==> src/rtl/sdram_clk_sup_pkg.sv <==
// Shared types and constants for the SDRAM clock-manager lock supervisor.
package sdram_clk_sup_pkg;

    typedef enum logic [2:0] {
        ST_RESET     = 3'd0,
        ST_WAIT_LOCK = 3'd1,
        ST_STABLE    = 3'd2,
        ST_RUN       = 3'd3,
        ST_FAIL      = 3'd4
    } sup_state_e;

    localparam int LOSS_CNT_W = 8;
    localparam int RETRY_W    = 2;

    // Number of bits needed to hold values 0..value-1 (at least 0).
    function automatic int clog2(input int value);
        int result;
        int v;
        result = 0;
        v      = value - 1;
        while (v > 0) begin
            result = result + 1;
            v      = v >> 1;
        end
        return result;
    endfunction

endpackage

==> src/rtl/sdram_lock_sync.sv <==
// Two-flop synchroniser for the raw LOCKED lines of the clock managers.
module sdram_lock_sync #(
    parameter int WIDTH = 2
) (
    input  logic             clk,
    input  logic             rst,
    input  logic [WIDTH-1:0] d,
    output logic [WIDTH-1:0] q
);

    logic [WIDTH-1:0] meta;

    // First stage may go metastable; second stage gives a clean level two edges later.
    always_ff @(posedge clk or posedge rst) begin
        if (rst) begin
            meta <= '0;
            q    <= '0;
        end else begin
            meta <= d;
            q    <= meta;
        end
    end

endmodule

==> src/rtl/sdram_clk_supervisor.sv <==
// Lock supervisor and reset sequencer for the SDRAM clock-manager channels.
// Sequence: RESET -> WAIT_LOCK -> STABLE -> RUN, bounded retries, sticky FAIL.
// Optional build macro SDRAM_CLK_SUP_AUTO_RECOVER_EN: a lock loss in RUN
// re-sequences through RESET instead of landing in FAIL.
module sdram_clk_supervisor
    import sdram_clk_sup_pkg::*;
#(
    parameter int NUM_CH        = 2,
    parameter int RST_CYCLES    = 8,
    parameter int LOCK_TIMEOUT  = 256,
    parameter int STABLE_CYCLES = 16,
    parameter int MAX_RETRY     = 2,
    parameter int CNT_W         = 16
) (
    input  logic                  clk,
    input  logic                  rst,
    input  logic [NUM_CH-1:0]     ch_enable,
    input  logic [NUM_CH-1:0]     locked_in,
    input  logic                  clear_fail,
    output logic [NUM_CH-1:0]     dcm_rst,
    output logic                  ready,
    output logic                  phy_clk_en,
    output logic                  fail,
    output logic [RETRY_W-1:0]    retry_cnt,
    output logic [LOSS_CNT_W-1:0] lock_loss_cnt
);

    localparam int MAX_CYC_A = (RST_CYCLES > LOCK_TIMEOUT) ? RST_CYCLES : LOCK_TIMEOUT;
    localparam int MAX_CYC   = (MAX_CYC_A > STABLE_CYCLES) ? MAX_CYC_A : STABLE_CYCLES;

    localparam logic [CNT_W-1:0]   RST_TC    = CNT_W'(RST_CYCLES - 1);
    localparam logic [CNT_W-1:0]   LOCK_TC   = CNT_W'(LOCK_TIMEOUT - 1);
    localparam logic [CNT_W-1:0]   STABLE_TC = CNT_W'(STABLE_CYCLES - 1);
    localparam logic [RETRY_W-1:0] RETRY_MAX = RETRY_W'(MAX_RETRY);

    // Reject configurations whose timers or channel count cannot work.
    generate
        if (clog2(MAX_CYC) > CNT_W) begin : g_bad_cnt_w
            $error("CNT_W too narrow for the configured cycle counts");
        end
        if (NUM_CH < 1 || NUM_CH > 8) begin : g_bad_num_ch
            $error("NUM_CH must be in 1..8");
        end
    endgenerate

    sup_state_e            state;
    sup_state_e            next_state;
    logic [CNT_W-1:0]      timer;
    logic [CNT_W-1:0]      timer_next;
    logic [RETRY_W-1:0]    retry_next;
    logic [NUM_CH-1:0]     mask;
    logic [NUM_CH-1:0]     locked_s;
    logic                  all_locked;
    logic                  load_mask;
    logic                  loss_event;
    logic                  failure;

    sdram_lock_sync #(
        .WIDTH (NUM_CH)
    ) u_lock_sync (
        .clk (clk),
        .rst (rst),
        .d   (locked_in),
        .q   (locked_s)
    );

    // Channels outside the mask are treated as locked.
    assign all_locked = &(locked_s | ~mask);

    // State, timer, retry counter and channel mask registers.
    always_ff @(posedge clk or posedge rst) begin
        if (rst) begin
            state     <= ST_RESET;
            timer     <= '0;
            retry_cnt <= '0;
            mask      <= '0;
        end else begin
            state     <= next_state;
            timer     <= timer_next;
            retry_cnt <= retry_next;
            if (load_mask) begin
                mask <= ch_enable;
            end
        end
    end

    // Next-state logic; a failure is resolved after the per-state decision.
    always_comb begin
        next_state = state;
        timer_next = timer;
        retry_next = retry_cnt;
        load_mask  = 1'b0;
        loss_event = 1'b0;
        failure    = 1'b0;
        case (state)
            ST_RESET: begin
                if (timer == RST_TC) begin
                    timer_next = '0;
                    if (ch_enable != '0) begin
                        load_mask  = 1'b1;
                        next_state = ST_WAIT_LOCK;
                    end
                end else begin
                    timer_next = timer + CNT_W'(1);
                end
            end
            ST_WAIT_LOCK: begin
                if (all_locked) begin
                    next_state = ST_STABLE;
                    timer_next = '0;
                end else if (timer == LOCK_TC) begin
                    failure = 1'b1;
                end else begin
                    timer_next = timer + CNT_W'(1);
                end
            end
            ST_STABLE: begin
                if (!all_locked) begin
                    failure = 1'b1;
                end else if (timer == STABLE_TC) begin
                    next_state = ST_RUN;
                    timer_next = '0;
                    retry_next = '0;
                end else begin
                    timer_next = timer + CNT_W'(1);
                end
            end
            ST_RUN: begin
                if (!all_locked) begin
                    loss_event = 1'b1;
                    timer_next = '0;
`ifdef SDRAM_CLK_SUP_AUTO_RECOVER_EN
                    next_state = ST_RESET;
`else
                    next_state = ST_FAIL;
`endif
                end
            end
            ST_FAIL: begin
                if (clear_fail) begin
                    next_state = ST_RESET;
                    timer_next = '0;
                    retry_next = '0;
                end
            end
            default: begin
                next_state = ST_RESET;
                timer_next = '0;
            end
        endcase
        if (failure) begin
            timer_next = '0;
            if (retry_cnt == RETRY_MAX) begin
                next_state = ST_FAIL;
            end else begin
                retry_next = retry_cnt + RETRY_W'(1);
                next_state = ST_RESET;
            end
        end
    end

    // Clock-manager resets: only enabled channels are released, and only while sequencing or running.
    always_comb begin
        dcm_rst = '1;
        case (state)
            ST_WAIT_LOCK, ST_STABLE, ST_RUN: dcm_rst = ~mask;
            default:                         dcm_rst = '1;
        endcase
    end

    // Status flags are registered from the next state so they change on the transition edge.
    always_ff @(posedge clk or posedge rst) begin
        if (rst) begin
            ready      <= 1'b0;
            phy_clk_en <= 1'b0;
            fail       <= 1'b0;
        end else begin
            ready      <= (next_state == ST_RUN);
            phy_clk_en <= (next_state == ST_RUN);
            fail       <= (next_state == ST_FAIL);
        end
    end

    // Saturating count of lock losses seen while running.
    always_ff @(posedge clk or posedge rst) begin
        if (rst) begin
            lock_loss_cnt <= '0;
        end else if (loss_event && (lock_loss_cnt != '1)) begin
            lock_loss_cnt <= lock_loss_cnt + LOSS_CNT_W'(1);
        end
    end

endmodule

==> config.mk <==
export PLATFORM = sky130hd
export DESIGN_NAME = sdram_clk_supervisor
export DESIGN_NICKNAME = d
export VERILOG_FILES = /design/src/rtl/sdram_clk_sup_pkg.sv /design/src/rtl/sdram_lock_sync.sv /design/src/rtl/sdram_clk_supervisor.sv
export SDC_FILE = /design/constraint.sdc
export NUM_CORES = 1
export LEC_CHECK = 0
export BUFFER_PORTS_ARGS = -buffer_cell sky130_fd_sc_hd__buf_2
export CAP_MARGIN = 20
export CORE_MARGIN = 4
export CORE_UTILIZATION = 58
export CTS_CLUSTER_DIAMETER = 150
export CTS_CLUSTER_SIZE = 20
export DETAILED_ROUTE_END_ITERATION = 12
export PLACE_DENSITY = 0.79
export SLEW_MARGIN = 5
export SYNTH_ARGS = -nofsm -noshare
export SYNTH_HDL_FRONTEND = slang
export SYNTH_SLANG_ARGS = --single-unit
==> constraint.sdc <==
create_clock -name clk -period 2.4 [get_ports clk]
set_input_delay 0.72 -clock clk [delete_from_list [all_inputs] [get_ports clk]]
set_output_delay 0.72 -clock clk [all_outputs]
set_load 0.005 [all_outputs]
==> summary.md, run 1 <==
| Metric | Value |
|---|---|
| Outcome | `completed` |
| Cell Count, Final, Fillers Out | `270` |
| Critical Path Start Type | `flip-flop` |
| Syn Area/Cell | `9.87 sq um` |
| Max cap viols | `0` |
| DRC errors left | `0` |
| Commonest non-fill, non-tap cell in the layout | `dfrtp_1` |
| Antenna violations before repair | `0` |
| Seq. cell area | `around 930 sq um` |
| First-pass GRT wire length | `roughly 6900 um` |
| Clk Latency, worst-skew pair | `0.34 ns` |
| Dpl hpwl | `approximately 3000 um` |
| Max clock buf depth | `2` |
| Pleak | `1.06 nW` |
| CTS Hold Buffers Added | `0` |
| Synth Warn # | `0` |
| Initial DRC Count | `around 110` |
| Final Util | `roughly 69%` |
| Final setup TNS | `0 ns` |
| Ports | `22` |
| Power Dens Cells | `863 nW/um^2` |
| Reg2Reg Launch Point | `timer[0]$_DFFE_PP0P_` |
| Die height | `between 60 and 70 um` |
| Main synth FF type | `dfrtp_1` |
| Tcrit/Tclk final | `between 90% and 100%` |
| Worst-Margin Slew | `0.534 ns` |
| Largest net degree at the start of global routing | `20` |
| Worst path arrival time | `1.53 ns` |
| R2R setup slack | `0.19 ns` |
| Worst-path maximum fanout | `9` |
| Final ANT Viol Nets | `0` |
| Worst Hold End | `u_lock_sync.q[1]$_DFF_PP0_` |
| Die width | `66.3 um` |
| GRT overflow | `0` |
| Port Buf Inserts | `21` |
| Commonest cells after routing, fill and taps aside | `37 x dfrtp_1, 26 x nand2_1, 21 x buf_2` |
| Max VDD drop | `around 520 uV` |
| Top cell type's share of synthesized area | `46.9%` |
| Worst hold slack | `approximately 0.37 ns` |
| Clock-pin slew on the worst setup and hold paths | `about 0.11 ns` |
| Hold Crit Depth | `0` |
| Total power draw | `1.88 mW` |
| Crit path capture type | `output pin` |
| TritonCTS clock tree | `yes` |
| Post-synthesis sequential area ratio | `between 40% and 50%` |
| F_max | `~440 MHz` |
| Area of the multi-input gates | `~1000 sq um` |
| Core area | `about 3200 sq um` |
| Setup Buffers After CTS | `0` |
| Gpl congestion | `approximately 0.83` |
| Rel. slew slack | `between 60 and 70%` |
| Hold_sp | `u_lock_sync.meta[1]$_DFF_PP0_` |
| FF+latch count, synth | `37` |
| Initial Util | `between 60% and 70%` |
| Routed via count | `roughly 1,600` |
| WL final | `~4000 um` |
| Hold Crit Class | `flip-flop to flip-flop` |
| DP Area | `2120 sq um` |
| DR vias/cell | `approximately 6` |
| CP required | `approximately 1.7 ns` |
| Clk sinks | `37` |
| Placed Cells | `roughly 260` |
| Async set-reset flop share out of synthesis | `between 90% and 100%` |
| H-tree depth | `2` |
| DP Worst Slack | `0.247 ns` |
| Rows | `20` |
| Area leader, netlist | `dfrtp_1` |
| Mapped Area | `1970 sq um` |
| Slew Limit Fails | `0` |
| Nets | `between 200 and 250` |
| R2r worst-path depth | `7` |
| Cells after Synth | `200` |
| Vias in the first global route | `around 1,600` |
| Full die area | `4400 sq um` |
| Worst Skew | `roughly 0.014 ns` |
| Pre-Repair DR Iteration Count | `4` |
| Critical R2R Capture | `timer[6]$_DFFE_PP0P_` |
| Endpoints failing setup | `0` |
| Syn_nets | `around 210` |
| CTS resizes | `0` |
| Area delta synth->final | `10.6%` |
| Worst setup margin | `about 0.15 ns` |
| Post-synth EDFFs | `0` |
| CTS Root Cell | `clkbuf_4` |
| Wirelength per Cell | `between 10 and 15 um` |
| Design Area, Final | `between 2000 and 2500 sq um` |
| Layout cells sized above 1 | `21.7%` |
| Number of diodes | `0` |
| Final period demand of the worst path | `~2.3 ns` |
| RSZ-0062 raised after global routing | `false` |
| WS Path Type | `flip-flop to output pin` |
| Count of different cell masters after synthesis | `between 50 and 60` |
| Top cells by area, synth | `dfrtp_1 47%, nand2_1 4.9%, a22o_1 4.4%` |
| Final Hold Fails | `0` |
| Cts bufs inserted | `5` |
| Global-route usage over all layers | `approximately a fifth` |
| Filler cells | `270` |
sequential cells by signal, summed over array words and instances (netlist names):
name              flops
fail                  1
u_lock_sync.q         2
lock_loss_cnt         8
timer                16
state                 3
mask                  2
u_lock_sync.meta      2
retry_cnt             2
phy_clk_en            1
routing by layer:
| metal | routed length, um | share of wire [%] | global-route usage [%] |
|---|---|---|---|
| met5 | 0 | 0 | 0 |
| met1 | 1780 | 45 | 25.7 |
| met2 | 1920 | 48 | 34.0 |
| met3 | 219 | 5.5 | 4.42 |
| met4 | 70 | 1.8 | 7.61 |
cell type report:
class | count | share of cell area, %
multi-input cells | 154 | 45.8
clock inverters | 1 | 0.344
inverters | 4 | 0.688
repair buffers | 24 | 5.85
flip-flops and latches | 37 | 42.4
clock buffers | 6 | 2.35
well taps | 44 | 2.52
critical path, cell delays in order, from the launching register on:
cell and delay [ns]:
dfrtp_1 0.50, nor2_1 0.39, nor2_1 0.12, nand2_1 0.09
buf_2 0.10
cell families (layout without fill, tap and decap cells):
| group | Yosys count | count (layout) | share of synthesized area (%) |
|---|---|---|---|
| adders and majority gates | 2 | 2 | 1.27 |
| and+or+nand+nor | 94 | 94 | 25.8 |
| xor gates and xnor gates | 8 | 8 | 3.55 |
| muxes | 4 | 4 | 2.09 |
| DFF | 37 | 37 | 46.9 |
| AOI/OAI and AO/OA | 46 | 46 | 17.9 |
| buffers and inverters | 9 | 35 | 2.41 |
cell usage after synthesis (2+ instances only):
cell	n
mux2i_1	3
a21o_1	3
ha_1	2
nor2b_1	3
nor2_1	20
xnor2_1	4
nand3_1	10
a31o_1	5
and3_1	2
o21ai_0	7
nor4_1	2
a21oi_1	3
dfrtp_1	37
inv_1	4
nor4_2	2
a22o_1	10
o21ai_2	2
nand3b_1	3
buf_2	2
nand2b_1	2
nand3_2	2
nand2_1	26
a22o_2	2
xor2_1	4
nand4_1	4
nor3_1	6
o31ai_1	5
o21a_1	2
power by group:
part | switching (mW) | leakage [nW] | internal [mW] | total [mW]
Sequential | 0.129 | 0.495 | 0.719 | 0.848
Clock | 0.191 | 0.0303 | 0.137 | 0.328
Combinational | 0.398 | 0.536 | 0.309 | 0.706
worst max path at each step:
stage	slack, ns	to	startpoint	cells after the start
2_1_floorplan	0.58	timer[6]$_DFFE_PP0P_	timer[0]$_DFFE_PP0P_	7
3_3_place_gp	0.33	timer[0]$_DFFE_PP0P_	timer[0]$_DFFE_PP0P_	7
3_5_place_dp	0.25	timer[0]$_DFFE_PP0P_	timer[0]$_DFFE_PP0P_	7
4_1_cts	0.15	dcm_rst[1]	state[1]$_DFF_PP0_	4
5_1_grt	0.004	timer[0]$_DFFE_PP0P_	timer[0]$_DFFE_PP0P_	7
6_report	0.15	dcm_rst[1]	state[1]$_DFF_PP0_	4
Power figures use the tool's default switching activity.
==> run 2, diff against run 1 <==
--- a/config.mk
+++ b/config.mk
@@ -8,11 +8,11 @@
 export BUFFER_PORTS_ARGS = -buffer_cell sky130_fd_sc_hd__buf_2
 export CAP_MARGIN = 20
 export CORE_MARGIN = 4
-export CORE_UTILIZATION = 58
+export CORE_UTILIZATION = 55
 export CTS_CLUSTER_DIAMETER = 150
 export CTS_CLUSTER_SIZE = 20
 export DETAILED_ROUTE_END_ITERATION = 12
-export PLACE_DENSITY = 0.79
+export PLACE_DENSITY = 0.76
 export SLEW_MARGIN = 5
 export SYNTH_ARGS = -nofsm -noshare
 export SYNTH_HDL_FRONTEND = slang
==> run 2 against run 1 <==
Net effect: largest power group unchanged; highest routed layer unchanged; count of clock-buffer cells in the layout is the same; first-iteration DRC count up 42%; sequential share of layout area down 0.48 points; cell area is 1.1% higher; register-to-register slack hardly changed; utilization fell by 4.1 points; worst setup slack lost 0.012 ns; clock power rose by 40%; combinational power decreased by 0.7%.
==> summary.md, run 2 (synthesis gave the netlist of run 1 again) <==
| Metric | Value |
|---|---|
| Die height | `67.9 um` |
| Global-route usage over all layers | `between 20% and 30%` |
| Commonest cells after routing, fill and taps aside | `37 x dfrtp_1, 26 x nand2_1, 21 x buf_2` |
| DR vias/cell | `about 6.0` |
| Final period demand of the worst path | `between 2 and 2.5 ns` |
| H-tree depth | `2` |
| Worst-Margin Slew | `approximately 0.63 ns` |
| Max reg flops | `16` |
| Gpl congestion | `between 0.8 and 0.9` |
| Max clock buf depth | `2` |
| Reported net switching power | `between 0.7 and 0.8 mW` |
| Placed Cells | `roughly 260` |
| Wirelength per Cell | `between 15 and 20 um` |
| Power share of the sequential group | `a little over two fifths` |
| Setup Buffers After CTS | `0` |
| Final Util | `approximately two thirds` |
| Max VDD drop | `around 460 uV` |
| Register bank with the most flops | `timer` |
| Worst Skew | `roughly 0.02 ns` |
| Commonest non-fill, non-tap cell in the layout | `dfrtp_1` |
| Core area | `3390 sq um` |
| Critical Path Start Type | `flip-flop` |
| GRT overflow | `0` |
| Routed via count | `about 1,600` |
| Top Registers | `timer (16), lock_loss_cnt (8), state (3)` |
| Pleak | `around 1.1 nW` |
| Final Hold Fails | `0` |
| Crit path capture type | `output pin` |
| Full die area | `about 4600 sq um` |
| Clk sinks | `37` |
| Pre-Repair DR Iteration Count | `4` |
| Cts bufs inserted | `5` |
| CTS Hold Buffers Added | `0` |
| Rel. slew slack | `58.2%` |
| Antenna violations before repair | `0` |
| Switching share of power | `between 30 and 40%` |
| CP required | `around 1.7 ns` |
| Die width | `between 60 and 70 um` |
| Worst path arrival time | `approximately 1.5 ns` |
| DRC errors left | `0` |
| F_max | `442 MHz` |
| WL final | `4180 um` |
| Largest net degree at the start of global routing | `38` |
| Outcome | `completed` |
| Slew Limit Fails | `0` |
| Hold Crit Class | `flip-flop to flip-flop` |
| RSZ-0062 raised after global routing | `false` |
| Power Dens Cells | `a little over 900 nW/um^2` |
| Worst-path maximum fanout | `9` |
| TritonCTS clock tree | `yes` |
| Clk Latency, worst-skew pair | `roughly 0.35 ns` |
| Dpl hpwl | `around 3000 um` |
| Max cap viols | `0` |
| First-pass GRT wire length | `between 7000 and 8000 um` |
| Clock power share | `around 23%` |
| Tcrit/Tclk final | `~94%` |
| CTS Root Cell | `clkbuf_4` |
| CTS resizes | `0` |
| Clock-pin slew on the worst setup and hold paths | `0.11 ns` |
| Layout cells sized above 1 | `21.7%` |
| DP Area | `about 2100 sq um` |
| WS Path Type | `flip-flop to output pin` |
| Worst setup margin | `0.137 ns` |
| Rows | `21` |
| Internal Power | `~1.3 mW` |
| Number of diodes | `0` |
| Comb pwr share | `about a third` |
| Filler cells | `approximately 270` |
| Final setup TNS | `0 ns` |
| Cell Count, Final, Fillers Out | `between 200 and 300` |
| Initial DRC Count | `between 150 and 200` |
| Endpoints failing setup | `0` |
| Final ANT Viol Nets | `0` |
| Area delta synth->final | `11.9%` |
| DP Worst Slack | `0.264 ns` |
| Initial Util | `between 50% and 60%` |
| Design Area, Final | `roughly 2200 sq um` |
| Ports | `22` |
| Port Buf Inserts | `21` |
| Nets | `around 230` |
| Vias in the first global route | `between 1,500 and 2,000` |
==> run 2: area by class of cell <==
type	instances	area [sq um]	share of cell area [%]
Multi-Input combinational cell	154	1000	45.3
Sequential cell	37	926	42.0
Timing Repair Buffer	23	120	5.44
Tap cell	46	57.6	2.61
Clock buffer	6	51.3	2.32
Clock inverter	2	37.5	1.70
Inverter	4	15.0	0.680
==> run 2: power by group through the flow <==
stage	clock network [mW]	registers (mW)	logic, mW
floorplan	0	0.817	0.576
global placement	0	0.847	0.670
detailed placement	0	0.852	0.689
CTS	0.468	0.841	0.697
global route	0.502	0.863	0.785
finish	0.458	0.844	0.701
==> run 2: through the flow <==
stage	hold slack, ns	power (mW)
after floorplan	0.331	1.39
after global placement	0.332	1.52
after detailed placement	0.340	1.54
after CTS	0.366	2.01
after global routing	0.382	2.15
final	0.362	2.00
==> run 2: worst max-delay path, stage by stage, from the launching register on <==
cell and delay (ns):
dfrtp_1 0.50, nor2_1 0.40, nor2_1 0.11, nand2_1 0.08, buf_2 0.11
==> run 2: routing by layer <==
metal,share of wire (%),global-route usage (%),routed length [um]
met1,43,26.0,1790
met2,50,36.6,2100
met3,5.4,4.43,225
met4,1.7,11.4,71
met5,0,0,0
==> run 2: final timing paths <==
path | cells after the start | endpoint | startpoint | slack, ns
max | 4 | dcm_rst[0] | state[1]$_DFF_PP0_ | 0.14
min | 0 | u_lock_sync.q[1]$_DFF_PP0_ | u_lock_sync.meta[1]$_DFF_PP0_ | 0.36
max reg2reg | 6 | timer[10]$_DFFE_PP0P_ | timer[4]$_DFFE_PP0P_ | 0.19
min reg2reg | 0 | u_lock_sync.q[1]$_DFF_PP0_ | u_lock_sync.meta[1]$_DFF_PP0_ | 0.36
max in group asynchronous | 3 | timer[1]$_DFFE_PP0P_ | rst | 1.62
min in group asynchronous | 3 | timer[12]$_DFFE_PP0P_ | rst | 0.44
